### src/rtl/emern_video_timing_gen.sv
// Raster timing generator with a latency-matched sync/blank pipe and registered,
// blank-gated pixel output stage for the display pins.
module emern_video_timing_gen #(
  parameter int H_ACTIVE    = 640,
  parameter int H_FP        = 16,
  parameter int H_SYNC      = 96,
  parameter int H_BP        = 48,
  parameter int V_ACTIVE    = 480,
  parameter int V_FP        = 10,
  parameter int V_SYNC      = 2,
  parameter int V_BP        = 33,
  parameter int HSYNC_POL   = 0,
  parameter int VSYNC_POL   = 0,
  parameter int COLOR_BITS  = 2,
  parameter int PIX_LATENCY = 1,
  parameter int CNT_W       = 10
) (
  input  logic                      clk,
  input  logic                      rst,
  input  logic                      en,
  input  logic [3*COLOR_BITS-1:0]   pixel_in,
  output logic [CNT_W-1:0]          col,
  output logic [CNT_W-1:0]          row,
  output logic                      active,
  output logic                      load_window,
  output logic                      frame_start,
  output logic [7:0]                frame_count,
  output logic [3*COLOR_BITS-1:0]   rgb_out,
  output logic                      hsync,
  output logic                      vsync
);

  localparam int H_TOTAL = H_ACTIVE + H_FP + H_SYNC + H_BP;
  localparam int V_TOTAL = V_ACTIVE + V_FP + V_SYNC + V_BP;
  localparam int PW      = 3 * COLOR_BITS;

  // One extra bit so sync end points equal to the total never alias to zero.
  localparam logic [CNT_W:0] H_LAST   = (CNT_W+1)'(H_TOTAL - 1);
  localparam logic [CNT_W:0] V_LAST   = (CNT_W+1)'(V_TOTAL - 1);
  localparam logic [CNT_W:0] H_VIS    = (CNT_W+1)'(H_ACTIVE);
  localparam logic [CNT_W:0] V_VIS    = (CNT_W+1)'(V_ACTIVE);
  localparam logic [CNT_W:0] HS_START = (CNT_W+1)'(H_ACTIVE + H_FP);
  localparam logic [CNT_W:0] HS_END   = (CNT_W+1)'(H_ACTIVE + H_FP + H_SYNC);
  localparam logic [CNT_W:0] VS_START = (CNT_W+1)'(V_ACTIVE + V_FP);
  localparam logic [CNT_W:0] VS_END   = (CNT_W+1)'(V_ACTIVE + V_FP + V_SYNC);
  localparam logic           HS_ON    = HSYNC_POL[0];
  localparam logic           VS_ON    = VSYNC_POL[0];

  logic [CNT_W-1:0] col_reg, col_next;
  logic [CNT_W-1:0] row_reg, row_next;
  logic [CNT_W:0]   col_w, row_w, row_next_w;
  logic             h_wrap, v_wrap;
  logic             raw_active, raw_hs, raw_vs;
  logic [2:0]       stage_in, stage_dly;

  logic             load_window_reg;
  logic             frame_start_reg;
  logic [7:0]       frame_count_reg;
  logic [PW-1:0]    rgb_reg;
  logic             hsync_reg, vsync_reg;

  assign col_w      = {1'b0, col_reg};
  assign row_w      = {1'b0, row_reg};
  assign row_next_w = {1'b0, row_next};
  assign h_wrap     = (col_w == H_LAST);
  assign v_wrap     = (row_w == V_LAST);

  assign raw_active = (col_w < H_VIS) && (row_w < V_VIS);
  assign raw_hs     = (col_w >= HS_START) && (col_w < HS_END);
  assign raw_vs     = (row_w >= VS_START) && (row_w < VS_END);

  // A frozen raster feeds blanks into the pipe so the pins go quiet.
  assign stage_in   = en ? {raw_active, raw_hs, raw_vs} : 3'b000;

  always_comb begin
    col_next = col_reg;
    row_next = row_reg;
    if (en) begin
      if (h_wrap) begin
        col_next = '0;
        row_next = v_wrap ? '0 : row_reg + CNT_W'(1);
      end else begin
        col_next = col_reg + CNT_W'(1);
      end
    end
  end

  always_ff @(posedge clk) begin
    if (rst) begin
      col_reg         <= '0;
      row_reg         <= '0;
      load_window_reg <= 1'b0;
      frame_start_reg <= 1'b0;
      frame_count_reg <= 8'd0;
    end else begin
      col_reg         <= col_next;
      row_reg         <= row_next;
      load_window_reg <= (row_next_w >= V_VIS);
      frame_start_reg <= en && h_wrap && v_wrap;
      if (en && h_wrap && v_wrap) begin
        frame_count_reg <= frame_count_reg + 8'd1;
      end
    end
  end

  // Delay stages matching the rasteriser latency; zero stages is a straight wire.
  generate
    if (PIX_LATENCY == 0) begin : g_no_pipe
      assign stage_dly = stage_in;
    end else begin : g_pipe
      logic [2:0] pipe_reg [PIX_LATENCY];
      always_ff @(posedge clk) begin
        if (rst) begin
          for (int i = 0; i < PIX_LATENCY; i++) begin
            pipe_reg[i] <= 3'b000;
          end
        end else begin
          pipe_reg[0] <= stage_in;
          for (int i = 1; i < PIX_LATENCY; i++) begin
            pipe_reg[i] <= pipe_reg[i-1];
          end
        end
      end
      assign stage_dly = pipe_reg[PIX_LATENCY-1];
    end
  endgenerate

  always_ff @(posedge clk) begin
    if (rst) begin
      rgb_reg   <= '0;
      hsync_reg <= ~HS_ON;
      vsync_reg <= ~VS_ON;
    end else begin
      rgb_reg   <= stage_dly[2] ? pixel_in : '0;
      hsync_reg <= stage_dly[1] ? HS_ON : ~HS_ON;
      vsync_reg <= stage_dly[0] ? VS_ON : ~VS_ON;
    end
  end

  assign col         = col_reg;
  assign row         = row_reg;
  assign active      = raw_active;
  assign load_window = load_window_reg;
  assign frame_start = frame_start_reg;
  assign frame_count = frame_count_reg;
  assign rgb_out     = rgb_reg;
  assign hsync       = hsync_reg;
  assign vsync       = vsync_reg;

endmodule

### config.mk
export PLATFORM = sky130hd
export DESIGN_NAME = emern_video_timing_gen
export DESIGN_NICKNAME = d
export VERILOG_FILES = /design/src/rtl/emern_video_timing_gen.sv
export SDC_FILE = /design/constraint.sdc
export NUM_CORES = 1
export LEC_CHECK = 0
export CORE_MARGIN = 5
export CORE_UTILIZATION = 51
export CTS_CLUSTER_DIAMETER = 80
export DETAILED_ROUTE_END_ITERATION = 16
export GPL_TIMING_DRIVEN = 0
export PLACE_DENSITY = 0.81
export SETUP_SLACK_MARGIN = 0.02
export SLEW_MARGIN = 20
export SYNTH_ARGS = -nofsm -noshare
export SYNTH_HDL_FRONTEND = slang
export SYNTH_SLANG_ARGS = --single-unit
### constraint.sdc
create_clock -name clk -period 5.5 [get_ports clk]
set_input_delay 1.1 -clock clk [delete_from_list [all_inputs] [get_ports clk]]
set_output_delay 1.1 -clock clk [all_outputs]
set_load 0.02 [all_outputs]
* Word-level counts from Yosys, hierarchy flattened
Memories as Yosys holds them, arrays and structs flattened.
Cells that the tools add are included.
** Cells by class
- Bitwise operators :: 1
- $mul :: 0
- $lt $le $gt $ge :: 7
- Multiplexer cells :: 12
- Divide/modulo/power cells :: 0
- $add $sub $neg :: 3
- Reduce and logical (&&, ||, !) cells :: 7
- Equality and inequality tests :: 2
- Shift-type cells :: 0
** Operators with widths (number)
- two-way mux 10 bit :: 4
- adder 10 x 1 -> 10 bit, second input constant :: 2
- == test 10 bit, second input constant :: 2
- greater-or-equal comparator 10 x 9 -> 1 bit, second input constant :: 2
- < comparator 10 bit, second input constant :: 2
- < comparator 10 x 9 -> 1 bit, second input constant :: 2
- greater-or-equal comparator 10 bit, second input constant :: 1
- adder 8 x 1 -> 8 bit, second input constant :: 1
- two-way mux 1 bit :: 6
- two-way mux 3 bit :: 2
- logical AND 1 bit :: 5
- OR reduction 3 bit :: 1
- OR reduction 2 bit :: 1
- NOT 1 bit :: 1
** Word-level totals
- Memories :: 1
- Output and inout bits :: 39
- Logic and storage cells :: 41
- Bits in read-only memories :: 0
- Bits in writable memories :: 3
- Latch bits :: 0
- Input bits :: 9
- Register bits after elaboration :: 38
** Memories
- g_pipe.pipe_reg :: depth 1, bits a word 3, read ports 1, clocked after Yosys merged registers in 0, wr ports 1, line 111 : logic [2:0] pipe_reg [PIX_LATENCY];

* Longest topological paths before layout
- Word-level depth :: 5
- Depth in mapped cells :: 7

* Least setup slack after synthesis
Ideal clock, no wire load.
- Path type :: in2reg
- From :: in en
- To :: reg load_window_reg, in the netlist load_window
- Path slack :: 2649 ps
- Data arrival time :: 2724 ps
- Stages on the path :: 7
- Buffers on the path :: 2
- Data required time :: 5372 ps
- Path through :: buf_2 > nand3_1 > or4_4 > buf_4 > o41a_1 > o21ai_1 > o41ai_2
** On the way
- Cells in the longest elaborated chain, start to end :: 2
** RTL lines
- start: declaration :: line 20 : input logic en,
- two-way mux 10 bit :: line 78 : if (en) begin
- greater-or-equal comparator 10 x 9 -> 1 bit :: line 98 : load_window_reg <= (row_next_w >= V_VIS);
- end signal: assignment :: line 98
- end: declaration :: line 56 : logic load_window_reg;
No other way between the ends.
A chain may end at the register's enable or synchronous reset.

* Final worst setup path
- From :: reg row_reg[7], in the netlist row[7]
- To :: out active
** On the way
- Cells in the longest elaborated chain, start to end :: 2
** RTL lines
- start: declaration :: line 50 : logic [CNT_W-1:0] row_reg, row_next;
- start signal: assignment :: line 97 : row_reg <= row_next;
- < comparator 10 x 9 -> 1 bit :: line 68 : assign raw_active = (col_w < H_VIS) && (row_w < V_VIS);
- logical AND 1 bit :: line 68
- end: declaration :: line 24 : output logic active,
No other way between the ends.

==> impl_metrics.json <==
{
  "grt_pass1_wl_mm": 5.865,
  "ant_nets": 0,
  "r2r-end": "frame_count[7]$_SDFFE_PP0P_",
  "postLayoutCoreUtil": 0.6963,
  "avgRoutedWirePerCell_um": 12.49,
  "gp_congestion": 0.8755,
  "instances_no_fill": 286,
  "synth_edf_count": 0,
  "rrSetupSlack_ns": 2.98,
  "nNetsFinal": 254,
  "r2r-start": "col[0]$_SDFFE_PP0P_",
  "synth_most_common_cell": "dfxtp_1",
  "fin_skew_ns": 0.003749,
  "crit_arrival_ns": 1.79,
  "die_area_sq_mm": 0.004704,
  "rsz0062_at_grt": "false",
  "clk_latency_ns": 0.33,
  "antenna_found_initial": 0,
  "ys.flop_type": "dfxtp_1",
  "worstHoldPathType": "register to register",
  "core_area_sq_mm": 0.003337,
  "cp_cell_sequence": "nand4_1 > nand3_1 > inv_1 > clkdlybuf4s50_1",
  "hold_viol_final": 0,
  "drive_above_1_share": 0.07083,
  "relSlewSlack": 0.3597,
  "clkTransAtPathRegs_ns": 0.11,
  "min_period_ns": 2.894,
  "cts_buffers": 5,
  "yosysTopAreaCellShare": 0.4689,
  "crit_buf_inv": 2,
  "clock-root-buffer": "clkbuf_4",
  "antennaDiodeCount": 0,
  "cts_tree": "built",
  "clock_sinks": 41,
  "netlist.top_cell.by_area": "dfxtp_1",
  "postSynthAreaPerCell_sq_um": 9.361,
  "hpwl_mm": 2.756,
  "ios": 48,
  "setup_viol_count_final": 0,
  "cts_buffer_depth": 2,
  "synth_cells": 187,
  "cpLargestDelayFamily": "buffers and inverters",
  "grt_pass1_vias": 1315,
  "setup_tns_ns": 0,
  "cts_setup_buffers": 0,
  "fmax_mhz": 345.6,
  "placed_cells": 279,
  "crit_path_max_fanout": 7,
  "routed_wl_mm": 3.573,
  "die_w_um": 68.59,
  "die_h_um": 68.59,
  "postCtsHoldBufs": 0,
  "start_kind": "register",
  "drc": 0,
  "cts_resized": 0,
  "port_buffers": 46,
  "p_per_area_mw_per_mm2": 204.6,
  "ys.warnings.count": 0,
  "critPathRequiredTime_ns": 4.40,
  "grt_max_degree": 12,
  "fin_crit_sh": 0.5261,
  "async_flop_share": 0,
  "peakVddDrop_uv": 152.3,
  "crit_end": "active",
  "r2r_cells": 6,
  "synth_common_cells": "dfxtp_1, nor2_1, nand2_1",
  "syn-cell-area_sq_mm": 0.001750,
  "end_kind": "output pin",
  "drtPass1Iterations": 4,
  "cp_slowest_stage_delay_ns": 0.53,
  "areaGrowthSynthToFinish_pct": 32.74,
  "crit_slowest_cell": "clkdlybuf4s50_1",
  "start_util": 0.5246,
  "grt_remaining_overflow": 0,
  "ys_seq_area_frac": 0.4689,
  "htreeDepth": 2,
  "critPathLaunch": "row[7]$_SDFF_PP0_",
  "slew_viol_final": 0,
  "drtIter0Drc": 64,
  "syn_nets": 201,
  "grt_usage": 0.1659,
  "fillCellCount": 269,
  "p_leak_nw": 0.8305,
  "vias_per_cell": 5.059,
  "worstSetupPathType": "register to output pin",
  "synth.distinct_cells": 35,
  "worst_pin_slew_ns": 0.9525,
  "ys_seq_elements": 41,
  "fp-row-count": 21,
  "status": "finished, final reports clean",
  "crit_cells": 4,
  "drv_cap": 0,
  "ys_top_cells_by_area": "dfxtp_1, nor2_1, xor2_1",
  "route.vias.total": 1447
}
-- how the worst min path moves through the flow --
stage,from,to,slack [ns],depth (start not counted)
after floorplan,g_pipe.pipe_reg[0][1]$_SDFF_PP0_,hsync$_SDFF_PP1_,0.36,1
after global placement,g_pipe.pipe_reg[0][1]$_SDFF_PP0_,hsync$_SDFF_PP1_,0.36,1
after detailed placement,g_pipe.pipe_reg[0][1]$_SDFF_PP0_,hsync$_SDFF_PP1_,0.37,1
after CTS,g_pipe.pipe_reg[0][1]$_SDFF_PP0_,hsync$_SDFF_PP1_,0.40,1
after global routing,g_pipe.pipe_reg[0][1]$_SDFF_PP0_,hsync$_SDFF_PP1_,0.42,1
final,g_pipe.pipe_reg[0][1]$_SDFF_PP0_,hsync$_SDFF_PP1_,0.40,1
-- per-layer routing --
| metal | track usage | share of wire | vias up |
|---|---|---|---|
| met5 | 0 | 0 | - |
| met4 | 0.07940 | 0.019 | 0 |
| met3 | 0.03404 | 0.049 | 7 |
| met2 | 0.2646 | 0.48 | 35 |
| met1 | 0.2129 | 0.45 | 667 |
| li1 | - | - | 738 |
-- metrics by stage --
step | instance area [sq um] | hold WS (ns) | setup WS (ns) | power, mW
finish | 2323 | 0.3956 | 2.606 | 0.4753
global route | 2323 | 0.4171 | 2.395 | 0.4928
CTS | 2323 | 0.3984 | 2.587 | 0.4788
detailed placement | 2268 | 0.3675 | 2.333 | 0.3350
global placement | 2268 | 0.3630 | 2.291 | 0.3346
floorplan | 1750 | 0.3559 | 2.649 | 0.3220
-- layout make-up --
class                           count  area [sq um]  share of cell area
Tap cell                           46         57.56             0.02477
Timing Repair Buffer               46         460.4              0.1982
Clock buffer                        7         55.05             0.02369
Buffer                              5         25.02             0.01077
Inverter                            6         22.52            0.009693
Sequential cell                    41         820.8              0.3533
Multi-Input combinational cell    135         882.1              0.3796
-- placed cells by master (no fill, tap or decap), types with 2 or more instances in the layout --
| master | n |
|---|---|
| nor4_1 | 5 |
| nand2b_1 | 5 |
| nor3_1 | 5 |
| clkbuf_1 | 3 |
| and2_1 | 6 |
| ha_1 | 5 |
| or4_4 | 2 |
| clkdlybuf4s50_1 | 46 |
| clkbuf_4 | 5 |
| xnor2_1 | 11 |
| a21oi_1 | 5 |
| inv_1 | 6 |
| nand3_1 | 11 |
| nand2_1 | 14 |
| xor2_1 | 12 |
| buf_2 | 2 |
| nand4_1 | 7 |
| nor2_1 | 30 |
| dfxtp_1 | 41 |
-- power by group --
part	total (mW)	internal [mW]	leakage [nW]	switching, mW
logic	0.0256	0.0132	0.468	0.0124
clock network	0.148	0.0604	0.0314	0.0871
registers	0.302	0.300	0.331	0.00233
total	0.475	0.373	0.830	0.102
-- logic make-up (layout without fill, tap and decap cells) --
| kind of cell | Yosys count | count (layout) | synth area share |
|---|---|---|---|
| and+or+nand+nor | 97 | 97 | 0.3095 |
| DFF | 41 | 41 | 0.4689 |
| xor gates and xnor gates | 23 | 23 | 0.1151 |
| buffers and inverters | 11 | 64 | 0.02716 |
| AOI/OAI and AO/OA | 9 | 9 | 0.03788 |
| adders and majority gates | 5 | 5 | 0.03574 |
| muxes | 1 | 1 | 0.005719 |
No activity file was read; power rests on OpenSTA's default activity.
